[src/rtl/spi_rx_pkg.sv]
// Shared types for the SPI receive framer: FSM state encoding and the
// helper that selects the sampling clock edge from CPOL/CPHA.
package spi_rx_pkg;

    typedef enum logic [1:0] {
        RESYNC = 2'd0,
        IDLE   = 2'd1,
        ACTIVE = 2'd2,
        HOLD   = 2'd3
    } state_e;

    // Modes 0 and 3 sample on the rising sclk edge; modes 1 and 2 on the falling edge.
    function automatic bit sample_on_rise(input int cpol, input int cpha);
        return ((cpol ^ cpha) & 1) == 0;
    endfunction

endpackage

[src/rtl/spi_rx_framer_if.sv]
// Packet output bundle of the SPI receive framer: FIFO head with valid/ready
// plus the status pulses. master = framer side, slave = consumer side.
interface spi_rx_framer_if #(
    parameter int CMD_WIDTH = 8,
    parameter int DATA_W    = 16
) ();
    logic [CMD_WIDTH-1:0] pkt_cmd;
    logic [DATA_W-1:0]    pkt_data;
    logic                 pkt_valid;
    logic                 pkt_ready;
    logic                 frame_err;
    logic                 overflow;
    logic                 busy;

    modport master (
        output pkt_cmd, pkt_data, pkt_valid, frame_err, overflow, busy,
        input  pkt_ready
    );

    modport slave (
        input  pkt_cmd, pkt_data, pkt_valid, frame_err, overflow, busy,
        output pkt_ready
    );
endinterface

[src/rtl/spi_rx_fifo.sv]
// First-word fall-through packet FIFO; the head is always visible on dout_o
// while not empty. Pointers carry one extra wrap bit for full/empty.
module spi_rx_fifo #(
    parameter int W     = 24,
    parameter int DEPTH = 4
) (
    input  logic         clk,
    input  logic         rst_n,
    input  logic         push_i,
    input  logic [W-1:0] din_i,
    input  logic         pop_i,
    output logic [W-1:0] dout_o,
    output logic         full_o,
    output logic         empty_o
);
    localparam int AW = $clog2(DEPTH);
    localparam logic [AW:0] PTR_ONE = (AW+1)'(1);

    logic [W-1:0] mem_q [DEPTH];
    logic [AW:0]  wr_q;
    logic [AW:0]  rd_q;
    logic         do_push;
    logic         do_pop;

    assign empty_o = (wr_q == rd_q);
    assign full_o  = (wr_q[AW] != rd_q[AW]) && (wr_q[AW-1:0] == rd_q[AW-1:0]);
    assign dout_o  = mem_q[rd_q[AW-1:0]];
    assign do_pop  = pop_i & ~empty_o;
    // A push into a full FIFO lands in the slot the head is leaving this cycle.
    assign do_push = push_i & (~full_o | do_pop);

    always_ff @(posedge clk or negedge rst_n) begin
        if (!rst_n) begin
            for (int i = 0; i < DEPTH; i++) begin
                mem_q[i] <= '0;
            end
            wr_q <= '0;
            rd_q <= '0;
        end else begin
            if (do_push) begin
                mem_q[wr_q[AW-1:0]] <= din_i;
                wr_q <= wr_q + PTR_ONE;
            end
            if (do_pop) begin
                rd_q <= rd_q + PTR_ONE;
            end
        end
    end

endmodule

[src/rtl/spi_rx_framer.sv]
// SPI slave receive framer: synchronises sclk/mosi/csb, shifts packets MSB first
// and queues them in a FWFT FIFO. Define SPI_RX_BURST_EN for multi-packet frames.
//
// state  | meaning
// RESYNC | after reset; wait for the synchroniser to settle and csb to go high
// IDLE   | no frame; waiting for csb low
// ACTIVE | shifting bits of the current packet
// HOLD   | packet captured, frame still open; further bits make it over-long
module spi_rx_framer
    import spi_rx_pkg::*;
#(
    parameter int PACKET_WIDTH = 24,
    parameter int CMD_WIDTH    = 8,
    parameter int SYNC_STAGES  = 2,
    parameter int FIFO_DEPTH   = 4,
    parameter int CPOL         = 0,
    parameter int CPHA         = 0
) (
    input  logic            sys_clk,
    input  logic            rst_n,
    input  logic            sclk,
    input  logic            mosi,
    input  logic            csb,
    spi_rx_framer_if.master pkt_if
);
    localparam int DATA_W = PACKET_WIDTH - CMD_WIDTH;
    localparam int CW     = $clog2(PACKET_WIDTH + 1);
    localparam int FW     = $clog2(SYNC_STAGES + 2);
    localparam logic [CW-1:0] LAST_BIT   = CW'(PACKET_WIDTH - 1);
    localparam logic [FW-1:0] FLUSH_LOAD = FW'(SYNC_STAGES + 1);
    localparam logic          SCLK_IDLE  = 1'(CPOL);
    localparam bit            RISE       = sample_on_rise(CPOL, CPHA);

    logic [SYNC_STAGES-1:0] sclk_sync_q, mosi_sync_q, csb_sync_q;
    logic sclk_prev_q, mosi_prev_q, csb_prev_q;
    logic sclk_s, mosi_s, csb_s, csb_rise, sample;

    state_e                  state_q, state_d;
    logic [PACKET_WIDTH-1:0] shift_q, shift_d;
    logic [CW-1:0]           bit_cnt_q, bit_cnt_d;
    logic [FW-1:0]           flush_q, flush_d;
    logic                    extra_q, extra_d;
    logic                    push_q, push_d;
    logic                    frame_err_q, frame_err_d;
    logic                    overflow_q, overflow_d;
    logic                    busy_q;

    logic [PACKET_WIDTH-1:0] fifo_dout;
    logic                    fifo_full, fifo_empty, pop;

    always_ff @(posedge sys_clk or negedge rst_n) begin
        if (!rst_n) begin
            sclk_sync_q <= {SYNC_STAGES{SCLK_IDLE}};
            mosi_sync_q <= '0;
            csb_sync_q  <= '1;
            sclk_prev_q <= SCLK_IDLE;
            mosi_prev_q <= 1'b0;
            csb_prev_q  <= 1'b1;
        end else begin
            sclk_sync_q <= {sclk_sync_q[SYNC_STAGES-2:0], sclk};
            mosi_sync_q <= {mosi_sync_q[SYNC_STAGES-2:0], mosi};
            csb_sync_q  <= {csb_sync_q[SYNC_STAGES-2:0], csb};
            sclk_prev_q <= sclk_sync_q[SYNC_STAGES-1];
            mosi_prev_q <= mosi_sync_q[SYNC_STAGES-1];
            csb_prev_q  <= csb_sync_q[SYNC_STAGES-1];
        end
    end

    // mosi is taken from the older flop so data changing on the sample edge itself
    // is never captured; a correctly configured master settles it half a period earlier.
    assign sclk_s   = sclk_sync_q[SYNC_STAGES-1];
    assign csb_s    = csb_sync_q[SYNC_STAGES-1];
    assign mosi_s   = mosi_prev_q;
    assign csb_rise = csb_s & ~csb_prev_q;
    assign sample   = RISE ? (sclk_s & ~sclk_prev_q) : (~sclk_s & sclk_prev_q);

    always_comb begin
        state_d     = state_q;
        shift_d     = shift_q;
        bit_cnt_d   = bit_cnt_q;
        flush_d     = flush_q;
        extra_d     = extra_q;
        push_d      = 1'b0;
        frame_err_d = 1'b0;
        case (state_q)
            RESYNC: begin
                if (flush_q != '0) begin
                    flush_d = flush_q - FW'(1);
                end else if (csb_s) begin
                    state_d = IDLE;
                end
            end
            IDLE: begin
                if (!csb_s) begin
                    state_d   = ACTIVE;
                    shift_d   = '0;
                    bit_cnt_d = '0;
                    extra_d   = 1'b0;
                end
            end
            ACTIVE: begin
                if (csb_rise) begin
                    frame_err_d = (bit_cnt_q != '0);
                    state_d     = IDLE;
                end else if (sample) begin
                    shift_d = {shift_q[PACKET_WIDTH-2:0], mosi_s};
                    if (bit_cnt_q == LAST_BIT) begin
                        push_d = 1'b1;
`ifdef SPI_RX_BURST_EN
                        bit_cnt_d = '0;
`else
                        bit_cnt_d = '0;
                        state_d   = HOLD;
`endif
                    end else begin
                        bit_cnt_d = bit_cnt_q + CW'(1);
                    end
                end
            end
            HOLD: begin
                if (csb_rise) begin
                    frame_err_d = extra_q;
                    state_d     = IDLE;
                end else if (sample) begin
                    extra_d = 1'b1;
                end
            end
            default: state_d = RESYNC;
        endcase
    end

    assign pop        = pkt_if.pkt_ready & ~fifo_empty;
    assign overflow_d = push_q & fifo_full & ~pop;

    always_ff @(posedge sys_clk or negedge rst_n) begin
        if (!rst_n) begin
            state_q     <= RESYNC;
            shift_q     <= '0;
            bit_cnt_q   <= '0;
            flush_q     <= FLUSH_LOAD;
            extra_q     <= 1'b0;
            push_q      <= 1'b0;
            frame_err_q <= 1'b0;
            overflow_q  <= 1'b0;
            busy_q      <= 1'b0;
        end else begin
            state_q     <= state_d;
            shift_q     <= shift_d;
            bit_cnt_q   <= bit_cnt_d;
            flush_q     <= flush_d;
            extra_q     <= extra_d;
            push_q      <= push_d;
            frame_err_q <= frame_err_d;
            overflow_q  <= overflow_d;
            busy_q      <= (state_d != IDLE);
        end
    end

    // shift_q still holds the completed packet in the cycle push_q is high.
    spi_rx_fifo #(
        .W     (PACKET_WIDTH),
        .DEPTH (FIFO_DEPTH)
    ) u_fifo (
        .clk     (sys_clk),
        .rst_n   (rst_n),
        .push_i  (push_q),
        .din_i   (shift_q),
        .pop_i   (pop),
        .dout_o  (fifo_dout),
        .full_o  (fifo_full),
        .empty_o (fifo_empty)
    );

    assign pkt_if.pkt_cmd   = fifo_dout[PACKET_WIDTH-1 -: CMD_WIDTH];
    assign pkt_if.pkt_data  = fifo_dout[DATA_W-1:0];
    assign pkt_if.pkt_valid = ~fifo_empty;
    assign pkt_if.frame_err = frame_err_q;
    assign pkt_if.overflow  = overflow_q;
    assign pkt_if.busy      = busy_q;

endmodule

[src/flat_wrapper.sv]
// flat-port wrapper written by rule: the top's interface ports become plain ports
module spi_rx_framer_flat import spi_rx_pkg::*;
#(
    parameter int PACKET_WIDTH = 24,
    parameter int CMD_WIDTH    = 8,
    parameter int SYNC_STAGES  = 2,
    parameter int FIFO_DEPTH   = 4,
    parameter int CPOL         = 0,
    parameter int CPHA         = 0
)
  (sys_clk, rst_n, sclk, mosi, csb, pkt_if_pkt_cmd, pkt_if_pkt_data, pkt_if_pkt_valid, pkt_if_frame_err, pkt_if_overflow, pkt_if_busy, pkt_if_pkt_ready);
  spi_rx_framer_if #(.CMD_WIDTH(CMD_WIDTH), .DATA_W(16)) pkt_if_i ();
  input  logic sys_clk;
  input  logic rst_n;
  input  logic sclk;
  input  logic mosi;
  input  logic csb;
  output wire logic [$bits(pkt_if_i.pkt_cmd)-1:0] pkt_if_pkt_cmd;
  output wire logic [$bits(pkt_if_i.pkt_data)-1:0] pkt_if_pkt_data;
  output wire logic [$bits(pkt_if_i.pkt_valid)-1:0] pkt_if_pkt_valid;
  output wire logic [$bits(pkt_if_i.frame_err)-1:0] pkt_if_frame_err;
  output wire logic [$bits(pkt_if_i.overflow)-1:0] pkt_if_overflow;
  output wire logic [$bits(pkt_if_i.busy)-1:0] pkt_if_busy;
  input wire logic [$bits(pkt_if_i.pkt_ready)-1:0] pkt_if_pkt_ready;
  assign pkt_if_pkt_cmd = pkt_if_i.pkt_cmd;
  assign pkt_if_pkt_data = pkt_if_i.pkt_data;
  assign pkt_if_pkt_valid = pkt_if_i.pkt_valid;
  assign pkt_if_frame_err = pkt_if_i.frame_err;
  assign pkt_if_overflow = pkt_if_i.overflow;
  assign pkt_if_busy = pkt_if_i.busy;
  assign pkt_if_i.pkt_ready = pkt_if_pkt_ready;
  spi_rx_framer #(.PACKET_WIDTH(PACKET_WIDTH), .CMD_WIDTH(CMD_WIDTH), .SYNC_STAGES(SYNC_STAGES), .FIFO_DEPTH(FIFO_DEPTH), .CPOL(CPOL), .CPHA(CPHA)) u_core (.sys_clk(sys_clk), .rst_n(rst_n), .sclk(sclk), .mosi(mosi), .csb(csb), .pkt_if(pkt_if_i));
endmodule
[config.mk]
export PLATFORM = sky130hd
export DESIGN_NAME = spi_rx_framer_flat
export DESIGN_NICKNAME = d
export VERILOG_FILES = /design/src/rtl/spi_rx_pkg.sv /design/src/rtl/spi_rx_framer_if.sv /design/src/rtl/spi_rx_fifo.sv /design/src/rtl/spi_rx_framer.sv /design/src/flat_wrapper.sv
export SDC_FILE = /design/constraint.sdc
export NUM_CORES = 1
export LEC_CHECK = 0
export CELL_PAD_IN_SITES_DETAIL_PLACEMENT = 1
export CELL_PAD_IN_SITES_GLOBAL_PLACEMENT = 2
export CORE_ASPECT_RATIO = 1.2
export CORE_MARGIN = 1
export CORE_UTILIZATION = 45
export CTS_BUF_LIST = sky130_fd_sc_hd__clkbuf_2 sky130_fd_sc_hd__clkbuf_4 sky130_fd_sc_hd__clkbuf_8
export CTS_CLUSTER_SIZE = 30
export DETAILED_ROUTE_END_ITERATION = 8
export PLACE_DENSITY_LB_ADDON = 0.12
export REMOVE_ABC_BUFFERS = 1
export SYNTH_ARGS = -nofsm -noshare
export SYNTH_HDL_FRONTEND = slang
export SYNTH_SLANG_ARGS = --single-unit
export TNS_END_PERCENT = 100
[constraint.sdc]
create_clock -name sys_clk -period 2.25 [get_ports sys_clk]
set_input_delay 0.3375 -clock sys_clk [delete_from_list [all_inputs] [get_ports sys_clk]]
set_output_delay 0.3375 -clock sys_clk [all_outputs]
set_load 0.01 [all_outputs]
==> metrics.txt, run 1 <==
fin crit period=2.23 ns; total grt overflow=0; Seq/Total Area, Yosys=58.0%; relative slew slack=68.8%; final WL=14600 um; placement row count=47; NetSw=1.70 mW; max_cap viols=0; Worst setup EP type=primary output; Worst R2R Start=u_core.u_fifo.rd_q[0]$_DFFE_PN0P_; CP Max Fanout=5; placed inst area=7050 um2; Diodes inserted=0; share of cells above drive strength 1=43.6%; I/O Pins=34; top cells by area, synth=dfrtp_1 (56%), mux2_2 (17%), mux4_2 (8.4%); Port Buf Inserts=33; CTS H-tree depth=4; placed cells=647; Final Util=56.3%; CTS sink count=149; Layout Cells excl Fill=701; global-route wire length before repair=23700 um; starting density of the core=46.4%; DR WL met3=287 um; chip height=133 um; Nets=531; first drt pass iteration count=6; synth unique cells=38; WL met2=7850 um; hold path depth=1; global placer's final weighted congestion=0.731; internal power=4.85 mW; total CTS buffers=17; combinational share of power=18.8%; Reg clk slew, reported paths=0.08 ns; vias in the first global route=4268; worst path cell trace=buf_4 > buf_12 > buf_4 > mux4_2 > buf_6; Finish-stage setup viols=0; VDD IR max=365 uV; worst hold path type=input port to flop; Req. time, crit path=1.91 ns; Crit. Startpoint=u_core.u_fifo.rd_q[0]$_DFFE_PN0P_; Area Growth Syn to Fin=21.4%; clock root buffer=clkbuf_8; f_max=449 MHz; register bit count reported by yosys=149; EDFF count, synth=0; RSZ-0062 raised after global routing=yes; initial antenna violation count=0; most used cell, CP=buf_4; Startpoint Class=flop; Wirelength per Cell=20.9 um; violated checks=design-rule violations; WP data arrival=1.89 ns; DP Wirelength=8560 um; largest area contributor in the netlist=dfrtp_1; Avg Synthesized Cell Area=14.2 um2; Clock Path Buffers=2; R2R cell count=8; Total Power=6.54 mW; switching share of power=25.9%; CP bufs+invs=4; DR vias/cell=5.45; CTS tree=built; post-synth top area share=56.0%; Top Metal Used=met4; Ys Warns=0; DIE AREA=14800 um2; Slew Limit Fails=0; final instance area=7810 um2; core area=13900 um2; drc violations=4; Leakage=3.70 nW; top_reg_cell synth=dfrtp_1; final hold viol count=0; Final ANT Viol Nets=0; initial DRC count=175; Min-Delay Startpoint=csb; latest clock arrival within the worst-skew pair=0.46 ns; vias=3821; clock skew=0.00848 ns; final period utilization=99.0%; Mapped Area=6430 um2; maximum number of pins on one net before global-route repair=68; Slew @ Worst Pin=0.468 ns; Setup CP Type=flop to primary output; Worst path slowest cell=dfrtp_2; FFs w/ async S/R, synth=100%; Flop pwr share=42.8%; GRT Util Overall=21.4%; CP Depth=5; status=finished with violations; Die X=111 um; Power per Cell Area=838 nW/um2; wire length on met1=6240 um; clock power share=38.4%; Post-Synthesis Cells=452; CP max stage delay=0.44 ns; CP top delay family=buffers and inverters
per-layer routing:
| metal | vias to the layer above | track usage (%) |
|---|---|---|
| li1 | 1741 | - |
| met1 | 2019 | 27.0 |
| met2 | 40 | 36.8 |
| met3 | 21 | 4.12 |
| met4 | 0 | 7.88 |
| met5 | - | 0 |
cell type report:
type	instances	area, um2
Clock inverter	12	225
Clock buffer	20	263
Multi-Input combinational cell	267	2540
Fill cell	1360	6070
Timing Repair Buffer	70	787
Tap cell	171	214
Inverter	12	45.0
Sequential cell	149	3740
cell families (layout without fill, tap and decap cells):
logic type / Yosys count / count (layout) / synth area share [%]
multiplexers: 122 / 122 / 25.5
AND/OR/NAND/NOR: 86 / 86 / 6.51
flip-flops: 149 / 149 / 58.0
AO/OA/AOI/OAI: 43 / 43 / 3.79
XOR/XNOR: 8 / 8 / 1.09
buffers and inverters: 36 / 114 / 3.46
adder cells (fa/ha/maj): 8 / 8 / 1.56
final timing paths:
kind	endpoint	slack [ns]
worst max-delay path	pkt_if_pkt_data[2]	0.02
worst min-delay path	u_core.csb_sync_q[0]$_DFF_PN1_	0.28
worst max register to register	u_core.u_fifo.mem_q[56]$_DFFE_PN0P_	0.13
worst min register to register	u_core.csb_sync_q[1]$_DFF_PN1_	0.36
max in group asynchronous	u_core.flush_q[1]$_DFFE_PN1P_	1.17
min in group asynchronous	u_core.pkt_if.overflow$_DFF_PN0_	0.36
state kept, by name, summed over array words and instances (netlist names), 2 cells and up:
register             flops
u_core.u_fifo.rd_q       3
u_core.mosi_sync_q       2
u_core.u_fifo.wr_q       3
u_core.csb_sync_q        2
u_core.state_q           2
u_core.flush_q           2
u_core.sclk_sync_q       2
u_core.shift_q          24
u_core.u_fifo.mem_q     96
u_core.bit_cnt_q         5
synth_stat cells, types with 4 or more instances:
master / instances
o211ai_1: 4
xnor2_1: 7
nand2_1: 59
inv_1: 12
a21oi_1: 5
o21ai_0: 27
clkbuf_1: 7
nand3_1: 6
dfstp_2: 5
dfrtp_1: 144
mux4_2: 24
mux2_2: 97
buf_2: 6
ha_1: 8
buf_6: 7
stage by stage:
stage                     hold slack, ns  setup TNS (ns)  worst slack [ns]
after floorplan                   0.0419          -38.70            -0.449
after global placement             0.272               0             0.243
after detailed placement           0.275               0             0.214
after CTS                          0.256         -0.0404           -0.0111
after global routing               0.264          -0.117           -0.0351
final                              0.279               0            0.0221
placed cells by master, fill, tap and decap left out, drive strengths merged:
| cell type | count |
|---|---|
| nand2 | 59 |
| nand2b | 2 |
| and4b | 1 |
| nand4 | 2 |
| or4 | 1 |
| buf | 52 |
| nor2b | 2 |
| nor2 | 3 |
| o31ai | 2 |
| clkbuf | 30 |
| or3 | 2 |
| o211ai | 4 |
| dlygate4sd3 | 1 |
| mux4 | 24 |
| nand3 | 10 |
| ha | 8 |
| a31oi | 1 |
| clkinv | 2 |
| inv | 13 |
| o21ai | 29 |
| a21oi | 5 |
| clkdlybuf4s50 | 7 |
| nor3b | 1 |
| a21o | 1 |
| xnor2 | 7 |
| xor2 | 1 |
| o41ai | 1 |
| or2 | 1 |
| and2 | 1 |
| nor4 | 1 |
| bufinv | 6 |
| clkinvlp | 3 |
| dfrtp | 144 |
| mux2 | 98 |
| dfstp | 5 |
power by group through the flow:
stage | registers, mW | clock network, mW | logic, mW
floorplan | 2.99 | 0 | 0.363
global placement | 2.85 | 0 | 0.860
detailed placement | 2.86 | 0 | 0.877
CTS | 2.80 | 2.56 | 1.29
global route | 2.82 | 2.66 | 1.32
finish | 2.80 | 2.51 | 1.23
timing repair:
| item | CTS | global route |
|---|---|---|
| pin swaps | 1 | 5 |
| cloned | 2 | 3 |
| setup endpoints to repair | 25 | 110 |
| endpoints found under the hold margin | 39 | 0 |
| resized for setup | 99 | 24 |
| hold buffers | 1 | 0 |
| buffers inserted | 12 | 6 |
No activity file was read; power rests on OpenSTA's default activity.
==> run 2, diff against run 1 <==
--- a/config.mk
+++ b/config.mk
@@ -8,7 +8,6 @@
 export CELL_PAD_IN_SITES_DETAIL_PLACEMENT = 1
 export CELL_PAD_IN_SITES_GLOBAL_PLACEMENT = 2
 export CORE_ASPECT_RATIO = 1.2
-export CORE_MARGIN = 1
 export CORE_UTILIZATION = 45
 export CTS_BUF_LIST = sky130_fd_sc_hd__clkbuf_2 sky130_fd_sc_hd__clkbuf_4 sky130_fd_sc_hd__clkbuf_8
 export CTS_CLUSTER_SIZE = 30
==> results of run 2 <==
No change in the layout: final DEF, timing and power equal those of run 1.
==> run 3, diff against run 2 <==
--- a/config.mk
+++ b/config.mk
@@ -17,4 +17,4 @@
 export SYNTH_ARGS = -nofsm -noshare
 export SYNTH_HDL_FRONTEND = slang
 export SYNTH_SLANG_ARGS = --single-unit
-export TNS_END_PERCENT = 100
+export TNS_END_PERCENT = 5
==> run 3 against run 2 <==
Compared with the run above:
- critical path depth is the same
- non-clock buffer count shrank 15
- total power shrank 1.9%
- design area shrank 2.4%
- register-to-register slack gained 0.05 ns
- sequential cell count is the same
- worst setup slack lost 0.033 ns
- the run ends with design-rule violations, negative setup slack left
- via count shrank 1.9%
- worst hold slack gained 0.0031 ns
==> metrics.txt, run 3 (synthesis results as in run 1) <==
Final Util=54.9% (-1.4 points); drc violations=5 (+1); maximum number of pins on one net before global-route repair=68 (unchanged); DIE AREA=14800 um2 (unchanged); combinational share of power=17.1% (-1.7 points); clock skew=0.00930 ns (+0.000819 ns); Worst Hold Margin=0.282 ns (+0.00307 ns); initial DRC count=181 (+3.4%); max_cap viols=0 (unchanged); VDD IR max=319 uV (-13%); hold path depth=1 (unchanged); share of cells above drive strength 1=40.2% (-3.4 points); max reg flops=96 (unchanged); chip height=133 um (unchanged); register-to-register setup slack=0.18 ns (+0.05 ns); Startpoint Class=flop; final worst slack=-0.0114 ns (-0.0335 ns); Final ANT Viol Nets=0 (unchanged); CP Max Fanout=4 (-1); vias=3747 (-1.9%); CTS tree=built; CP max stage delay=0.51 ns (+0.07 ns); fin crit period=2.26 ns (+0.0335 ns); total grt overflow=0 (unchanged); final period utilization=101% (+1.5 points); leading cell type in the layout, fill and taps excluded=dfrtp_1; switching share of power=25.8% (-0.11 points); Min-Delay Startpoint=csb; I/O Pins=34 (unchanged); final WL=13800 um (-5.6%); clock root buffer=clkbuf_8; starting density of the core=46.4% (unchanged); WP data arrival=1.92 ns (+0.03 ns); Crit. Startpoint=u_core.u_fifo.rd_q[0]$_DFFE_PN0P_; Nets=516 (-2.8%); CTS sink count=149 (unchanged); Wirelength per Cell=20.1 um (-3.5%); latest clock arrival within the worst-skew pair=0.46 ns (about the same); placed cells=647 (unchanged); total CTS buffers=17 (unchanged); worst path cell trace=buf_6 > buf_12 > buf_16 > mux4_2 > buf_6; clock power share=39.2% (+0.8 points); worst hold path type=input port to flop; internal power=4.77 mW (-1.7%); Worst R2R Start=u_core.u_fifo.rd_q[0]$_DFFE_PN0P_; multi-input logic area=2510 um2 (-1.2%); largest registers=u_core.u_fifo.mem_q: 96 flops, u_core.shift_q: 24 flops, u_core.bit_cnt_q: 5 flops; sequential cell area=3740 um2 (unchanged); Layout Cells excl Fill=686 (-2.1%); Die X=111 um (unchanged); f_max=442 MHz (-1.5%); Slew Limit Fails=0 (unchanged); vias in the first global route=4179 (-2.1%); Area Growth Syn to Fin=18.4%; Port Buf Inserts=33 (unchanged); Largest Register=u_core.u_fifo.mem_q; Leakage=3.59 nW (-3.1%); global-route wire length before repair=22900 um (-3.4%); Worst path slowest cell=mux4_2; DP Wirelength=8560 um (unchanged); Setup TNS=-0.0213 ns (-0.0213 ns); GRT Util Overall=20.7% (-0.75 points); Power per Cell Area=843 nW/um2 (+0.57%); first drt pass iteration count=6 (unchanged); DR vias/cell=5.46 (+0.21%); CP bufs+invs=4 (unchanged); R2R cell count=7 (-1); FILL cells=1353 (-0.51%); Diodes inserted=0 (unchanged); pre-CTS setup slack=0.214 ns (unchanged); Req. time, crit path=1.91 ns (about the same); NetSw=1.66 mW (-2.3%); R2R Path End=u_core.u_fifo.mem_q[19]$_DFFE_PN0P_; final hold viol count=0 (unchanged); Reg clk slew, reported paths=0.08 ns (about the same); Worst setup EP type=primary output; final instance area=7620 um2 (-2.4%); Total Power=6.42 mW (-1.9%); initial antenna violation count=0 (unchanged); CP top delay family=multiplexers; CTS H-tree depth=4 (unchanged); Clock Path Buffers=2 (unchanged); placement row count=47 (unchanged); Finish-stage setup viols=4 (+4); global placer's final weighted congestion=0.731 (unchanged); core area=13900 um2 (unchanged); most frequent cells in the layout=dfrtp_1 (143), mux2_2 (97), nand2_1 (59); placed inst area=7050 um2 (unchanged); most used cell, CP=buf_6; status=finished with violations; Slew @ Worst Pin=0.414 ns (-0.0542 ns); Hold Path End=u_core.csb_sync_q[0]$_DFF_PN1_; violated checks=design-rule violations, negative setup slack; Flop pwr share=43.8% (+1.0 points); RSZ-0062 raised after global routing=yes; Setup CP Type=flop to primary output; relative slew slack=72.4% (+3.6 points)
[run 3: power groups by stage]
stage / sequential, mW / combinational [mW] / clock [mW]
4_1_cts: 2.81 / 1.14 / 2.56
2_1_floorplan: 2.99 / 0.363 / 0
6_report: 2.81 / 1.10 / 2.52
3_5_place_dp: 2.86 / 0.877 / 0
3_3_place_gp: 2.85 / 0.860 / 0
5_1_grt: 2.82 / 1.19 / 2.67
[run 3: final cells by class]
cell class              instances  area share [%]
multi-input cells             267            32.9
flip-flops and latches        149            49.0
inverters                      12           0.591
clock inverters                12            2.96
clock buffers                  20            3.45
repair buffers                 55            8.24
well taps                     171            2.81
[run 3: repair_timing]
item                                    in CTS  in global routing
hold buffers                                 1                  0
endpoints found under the setup margin      25                 22
setup buffers                                4                  1
hold endpoints to repair                    39                  0
resized for setup                           75                 18
pin swaps                                    0                  1
gates cloned                                 2                  0
[run 3: worst register-to-register path, stage by stage (launching register included)]
cell and delay, ns:
dfrtp_2 0.47, buf_4 0.16, buf_4 0.15, xnor2_4 0.19
nand4_4 0.20, nand3_4 0.27, buf_12 0.18, mux2_2 0.35
[run 3: worst max path at each step]
stage,endpoint,slack [ns],cells past startpoint
after floorplan,u_core.bit_cnt_q[3]$_DFFE_PN0P_,-0.45,4
after global placement,pkt_if_pkt_data[2],0.24,3
after detailed placement,u_core.u_fifo.mem_q[63]$_DFFE_PN0P_,0.21,6
after CTS,pkt_if_pkt_cmd[5],-0.08,5
after global routing,pkt_if_pkt_data[7],-0.08,5
final,pkt_if_pkt_data[7],-0.01,5
[run 3: layer usage]
layer	GRT usage (%)	vias to the layer above	wire length, um	part of all wire (%)
li1	-	1703	-	-
met2	34.9	42	7280	53
met5	0	-	0	0
met3	4.08	18	294	2.1
met4	7.88	0	211	1.5
met1	26.4	1984	6030	44
==> RTL edit 1, RTL diff (config.mk and constraints of run 2) <==
Build with the macro `SPI_RX_BURST_EN` defined.
--- a/src/rtl/spi_rx_framer.sv
+++ b/src/rtl/spi_rx_framer.sv
@@ -7,4 +7,6 @@
 // ACTIVE | shifting bits of the current packet
 // HOLD   | packet captured, frame still open; further bits make it over-long
+`define SPI_RX_BURST_EN
+
 module spi_rx_framer
     import spi_rx_pkg::*;
Function: no difference found for any inputs over 10 cycles, from zero or initial values and one cycle with rst_n low; that may be too few to reach the edited logic, so the function may still have changed.
==> RTL edit 1 against run 2 <==
  * Clock power down 17%
  * Largest cell class unchanged
  * Sequential cell count unchanged
  * Power down 6.0%
  * Setup slack better by 0.064 ns
  * Synthesized area down 1.2%
  * Register-to-register slack better by 0.07 ns
  * Routed wire length down 10%
  * Design area down 5.0%
==> RTL edit 1: results (changes against run 2) <==
| Item | Reported | Unit | Delta |
| --- | --- | --- | --- |
| Clock buf count | 21 | - | was 20 |
| Worst vdd ir | 0.454 | mV | was 0.365 mV |
| Cell with the largest stage delay on the worst path | sky130_fd_sc_hd__mux4_2 | - | was sky130_fd_sc_hd__dfrtp_2 |
| Critical Path Fanout Max | 9 | - | was 5 |
| Count of TritonRoute iterations in the first routing pass | 4 | - | was 6 |
| Met3 GRT Util | 3.72 | % | was 4.12% |
| Number of vias per cell | 5.48 | - | was 5.45 |
| Pin count of the biggest net entering global routing | 52 | - | was 68 |
| Result of the run | complete, no violations | - | was finished with violations |
| Number of non-clock buffers | 52 | - | was 70 |
| Number of instances in the placed design | 646 | - | was 647 |
| Layout Nets | 513 | - | was 531 |
| Clock-cell share of area | 5.50 | % | was 6.25% |
| Met2 track demand over resource | 32.4 | % | was 36.8% |
| Leading cell types by total area after synthesis | sky130_fd_sc_hd__dfrtp_1 57%, sky130_fd_sc_hd__mux2_2 17%, sky130_fd_sc_hd__mux4_2 8.5%, sky130_fd_sc_hd__nand2_1 3.5%, sky130_fd_sc_hd__o21ai_0 2.4% | - | was sky130_fd_sc_hd__dfrtp_1 56%, sky130_fd_sc_hd__mux2_2 17%, sky130_fd_sc_hd__mux4_2 8.4%, sky130_fd_sc_hd__nand2_1 3.4%, sky130_fd_sc_hd__o21ai_0 2.1% |
| Layout Area Growth over Synthesis | 16.7 | % | was 21.4% |
| Layout Cells excl Fill | 683 | - | was 701 |
| Drt wl/cell | 19.2 | um | was 20.9 um |
| Cell area after synthesis | 0.00636 | mm2 | was 0.00643 mm2 |
| Clock insertion delay at the later pin of the skew report | 0.43 | ns | was 0.46 ns |
| Unique masters post-synth | 30 | - | was 38 |
| Fraction of the mapped netlist area in compound gates | 3.50 | % | was 3.79% |
| CP Data Arrival Time | 1.83 | ns | was 1.89 ns |
| Pin slew with the least headroom to its limit | 0.499 | ns | was 0.468 ns |
| Critical Path Max Stage Delay | 0.52 | ns | was 0.44 ns |
| Overall routing resource usage | 19.9 | % | was 21.4% |
| Instance area after placement | 0.00697 | mm2 | was 0.00705 mm2 |
| Fraction of final layout cells sized beyond drive strength 1 | 40.2 | % | was 43.6% |
| HPWL after DPL | 8040 | um | was 8560 um |
| Vias in the first global route | 4191 | - | was 4268 |
| Leakage power summed over all cells | 3.56 | nW | was 3.70 nW |
| Post-Synth Adder-Cell Area | 1.57 | % | was 1.56% |
| Share of the yosys chip area belonging to registers | 58.7 | % | was 58.0% |
-- RTL edit 1: worst paths after layout --
kind                            slack (ns)                 endpoint  cells after the start                  start
worst min-delay path                  0.30     u_core.csb_sync_q[0]                      1                    csb
worst max-delay path                  0.09      pkt_if_pkt_data[13]                      3  u_core.u_fifo.rd_q[0]
max in group asynchronous             1.08        u_core.csb_prev_q                      3                  rst_n
worst min register to register        0.35    u_core.sclk_sync_q[1]                      0  u_core.sclk_sync_q[0]
worst max register to register        0.20  u_core.u_fifo.mem_q[34]                      7  u_core.u_fifo.rd_q[0]
min in group asynchronous             0.40    u_core.u_fifo.rd_q[2]                      2                  rst_n
-- RTL edit 1: critical path: cells and delay by family, from the launching register on --
kind                   cells  cell delay [ns]
multiplexers               1             0.52
flip-flops                 1             0.43
buffers and inverters      2             0.43
-- RTL edit 1: kinds of logic after synthesis --
group | after synthesis
multiplexers | 122
flip-flops | 149
adder cells (fa/ha/maj) | 8
AND/OR/NAND/NOR | 90
XOR/XNOR | 8
buffers and inverters | 34
AO/OA/AOI/OAI | 41
-- RTL edit 1: power by group through the flow --
stage	logic, W	clock network, W	registers (W)
6_report	0.00120	0.00209	0.00286
3_5_place_dp	0.000987	0	0.00291
2_1_floorplan	0.000426	0	0.00303
4_1_cts	0.00116	0.00216	0.00286
3_3_place_gp	0.000967	0	0.00290
5_1_grt	0.00131	0.00225	0.00288
-- RTL edit 1: timing repair --
action,CTS,global route
cloned,1,1
hold buffers,1,0
pin swaps,0,0
endpoints found under the setup margin,25,23
endpoints found under the hold margin,47,0
gates resized for setup,55,28
buffers inserted,2,0
-- RTL edit 1: per-layer routing --
metal  part of all wire [%]  routed length [um]
met1                     45                5860
met4                    1.0                 136
met3                    2.5                 331
met2                     52                6770
met5                      0                   0
==> RTL edit 2, RTL diff (settings of run 2) <==
Made on the original files. Re-encode `state_e` (4 states) as one-hot, 4 bits wide.
--- a/src/rtl/spi_rx_pkg.sv
+++ b/src/rtl/spi_rx_pkg.sv
@@ -3,9 +3,9 @@
 package spi_rx_pkg;
 
-    typedef enum logic [1:0] {
-        RESYNC = 2'd0,
-        IDLE   = 2'd1,
-        ACTIVE = 2'd2,
-        HOLD   = 2'd3
+    typedef enum logic [3:0] {
+        RESYNC = 4'b0001,
+        IDLE   = 4'b0010,
+        ACTIVE = 4'b0100,
+        HOLD   = 4'b1000
     } state_e;
 
Function: same outputs for any inputs over 10 cycles, from zero or initial values and one cycle with rst_n low; not proved beyond that.
==> RTL edit 2 against run 2 <==
  * The flow finishes with violations (setup timing)
  * Register-to-register slack better by 0.10 ns
  * Sequential share of layout area is 1.3 points higher
  * Sequential cell count is 2 higher
  * Setup slack worse by 0.055 ns
  * Worst hold slack better by 0.020 ns
  * Design area is 1.2% lower
  * Non-clock buffer count is 1 higher
  * Global-route usage is 0.70 points lower
  * Synthesized area is 0.49% lower
  * Core utilization is 0.46 points lower
  * Routed wire length is 5.9% lower
  * Critical endpoint is now pkt_if_pkt_data[4]
Power is not compared: it rests on default switching activity, and its combinational part moved more than twofold at a synthesized area within 25%.
==> RTL edit 2: results (changes against run 2) <==
| Item | Reported | Unit | Delta |
| --- | --- | --- | --- |
| Result of the run | finished with violations | - | unchanged |
| Violated checks | setup timing | - | was DRC |
| Routability Congestion | 0.771 | - | was 0.731 |
| Global-route met1 utilization | 25.9 | % | was 27.0% |
| Endpoint of the lowest-slack register-to-register path | u_core.bit_cnt_q[1] | - | was u_core.u_fifo.mem_q[56] |
| Final clock skew | 0.00827 | ns | was 0.00848 ns |
| Unique masters post-synth | 39 | - | was 38 |
| Leading cell types by total area after synthesis | sky130_fd_sc_hd__dfrtp_1 57%, sky130_fd_sc_hd__mux2_2 17%, sky130_fd_sc_hd__mux4_2 8.4%, sky130_fd_sc_hd__a22o_1 3.4%, sky130_fd_sc_hd__dfstp_2 2.5% | - | was sky130_fd_sc_hd__dfrtp_1 56%, sky130_fd_sc_hd__mux2_2 17%, sky130_fd_sc_hd__mux4_2 8.4%, sky130_fd_sc_hd__nand2_1 3.4%, sky130_fd_sc_hd__o21ai_0 2.1% |
| Depth of the worst register-to-register path | 4 | - | was 8 |
| Routed wire length | 13800 | um | was 14600 um |
| Reg-to-reg slack, setup | 0.23 | ns | was 0.13 ns |
| CP Data Arrival Time | 1.95 | ns | was 1.89 ns |
| Met3 GRT Util | 5.13 | % | was 4.12% |
| # setup viols final | 10 | - | was 0 |
| Syn Area/Cell | 15.6 | um2 | was 14.2 um2 |
| Metal3 WL | 431 | um | was 287 um |
| FF-to-FF Start | u_core.state_q[2] | - | was u_core.u_fifo.rd_q[0] |
| Critical Path Max Stage Delay | 0.53 | ns | was 0.44 ns |
| Critical path destination | pkt_if_pkt_data[4] | - | was pkt_if_pkt_data[2] |
| Pin count of the biggest net entering global routing | 66 | - | was 68 |
| HPWL after DPL | 8490 | um | was 8560 um |
| Final worst-path setup slack | -0.0326 | ns | was 0.0221 ns |
| Routed via count | 3729 | - | was 3821 |
| Instance area after placement | 0.00709 | mm2 | was 0.00705 mm2 |
| Overall routing resource usage | 20.7 | % | was 21.4% |
## RTL edit 2: changes by cell type after synthesis, sizes merged, moves of 3 or more
cell,before,now
o21ai,29,6
clkbuf,9,4
a22o,0,25
o2bb2ai,0,3
o211ai,4,0
inv,12,9
nand2,59,9
nand3,10,7
nor2,3,10
## RTL edit 2: power breakdown
part	leakage, nW	total (W)	switching, W	internal (W)
clock network	0.235	0.00248	0.00101	0.00147
registers	2.07	0.00280	0.0000428	0.00276
logic	1.43	0.000270	0.000167	0.000103
total	3.74	0.00555	0.00122	0.00433
## RTL edit 2: cells by family (layout without fill, tap and decap cells)
group	after synthesis	in the layout	share of synthesized area, %
adder cells (fa/ha/maj)	8	8	1.56
buffers and inverters	30	112	2.29
flip-flops	151	151	59.1
AND/OR/NAND/NOR	45	45	4.14
XOR/XNOR	8	8	1.09
AO/OA/AOI/OAI	45	45	5.78
multiplexers	124	124	26.0
## RTL edit 2: final cells by class
cell class                      instances  area [um2]  area share (%)
Clock buffer                           19         255            3.31
Clock inverter                         13         226            2.94
Tap cell                              171         214            2.77
Sequential cell                       151        3790            49.1
Multi-Input combinational cell        230        2490            32.2
Timing Repair Buffer                   71         709            9.20
Inverter                                9        33.8           0.438
## RTL edit 2: what timing repair did
item	4_1_cts	5_1_grt
setup buffers	14	1
resized for setup	112	5
hold buffers	1	0
endpoints found under the setup margin	25	20
pin swaps	1	0
gates cloned	1	0
hold endpoints to repair	56	0
## RTL edit 2: through the flow
step                utilization, %  hold slack [ns]
global placement              51.3            0.338
finish                        55.8            0.298
global route                  55.8            0.267
detailed placement            51.3            0.339
CTS                           56.0            0.264
floorplan                        -           0.0419
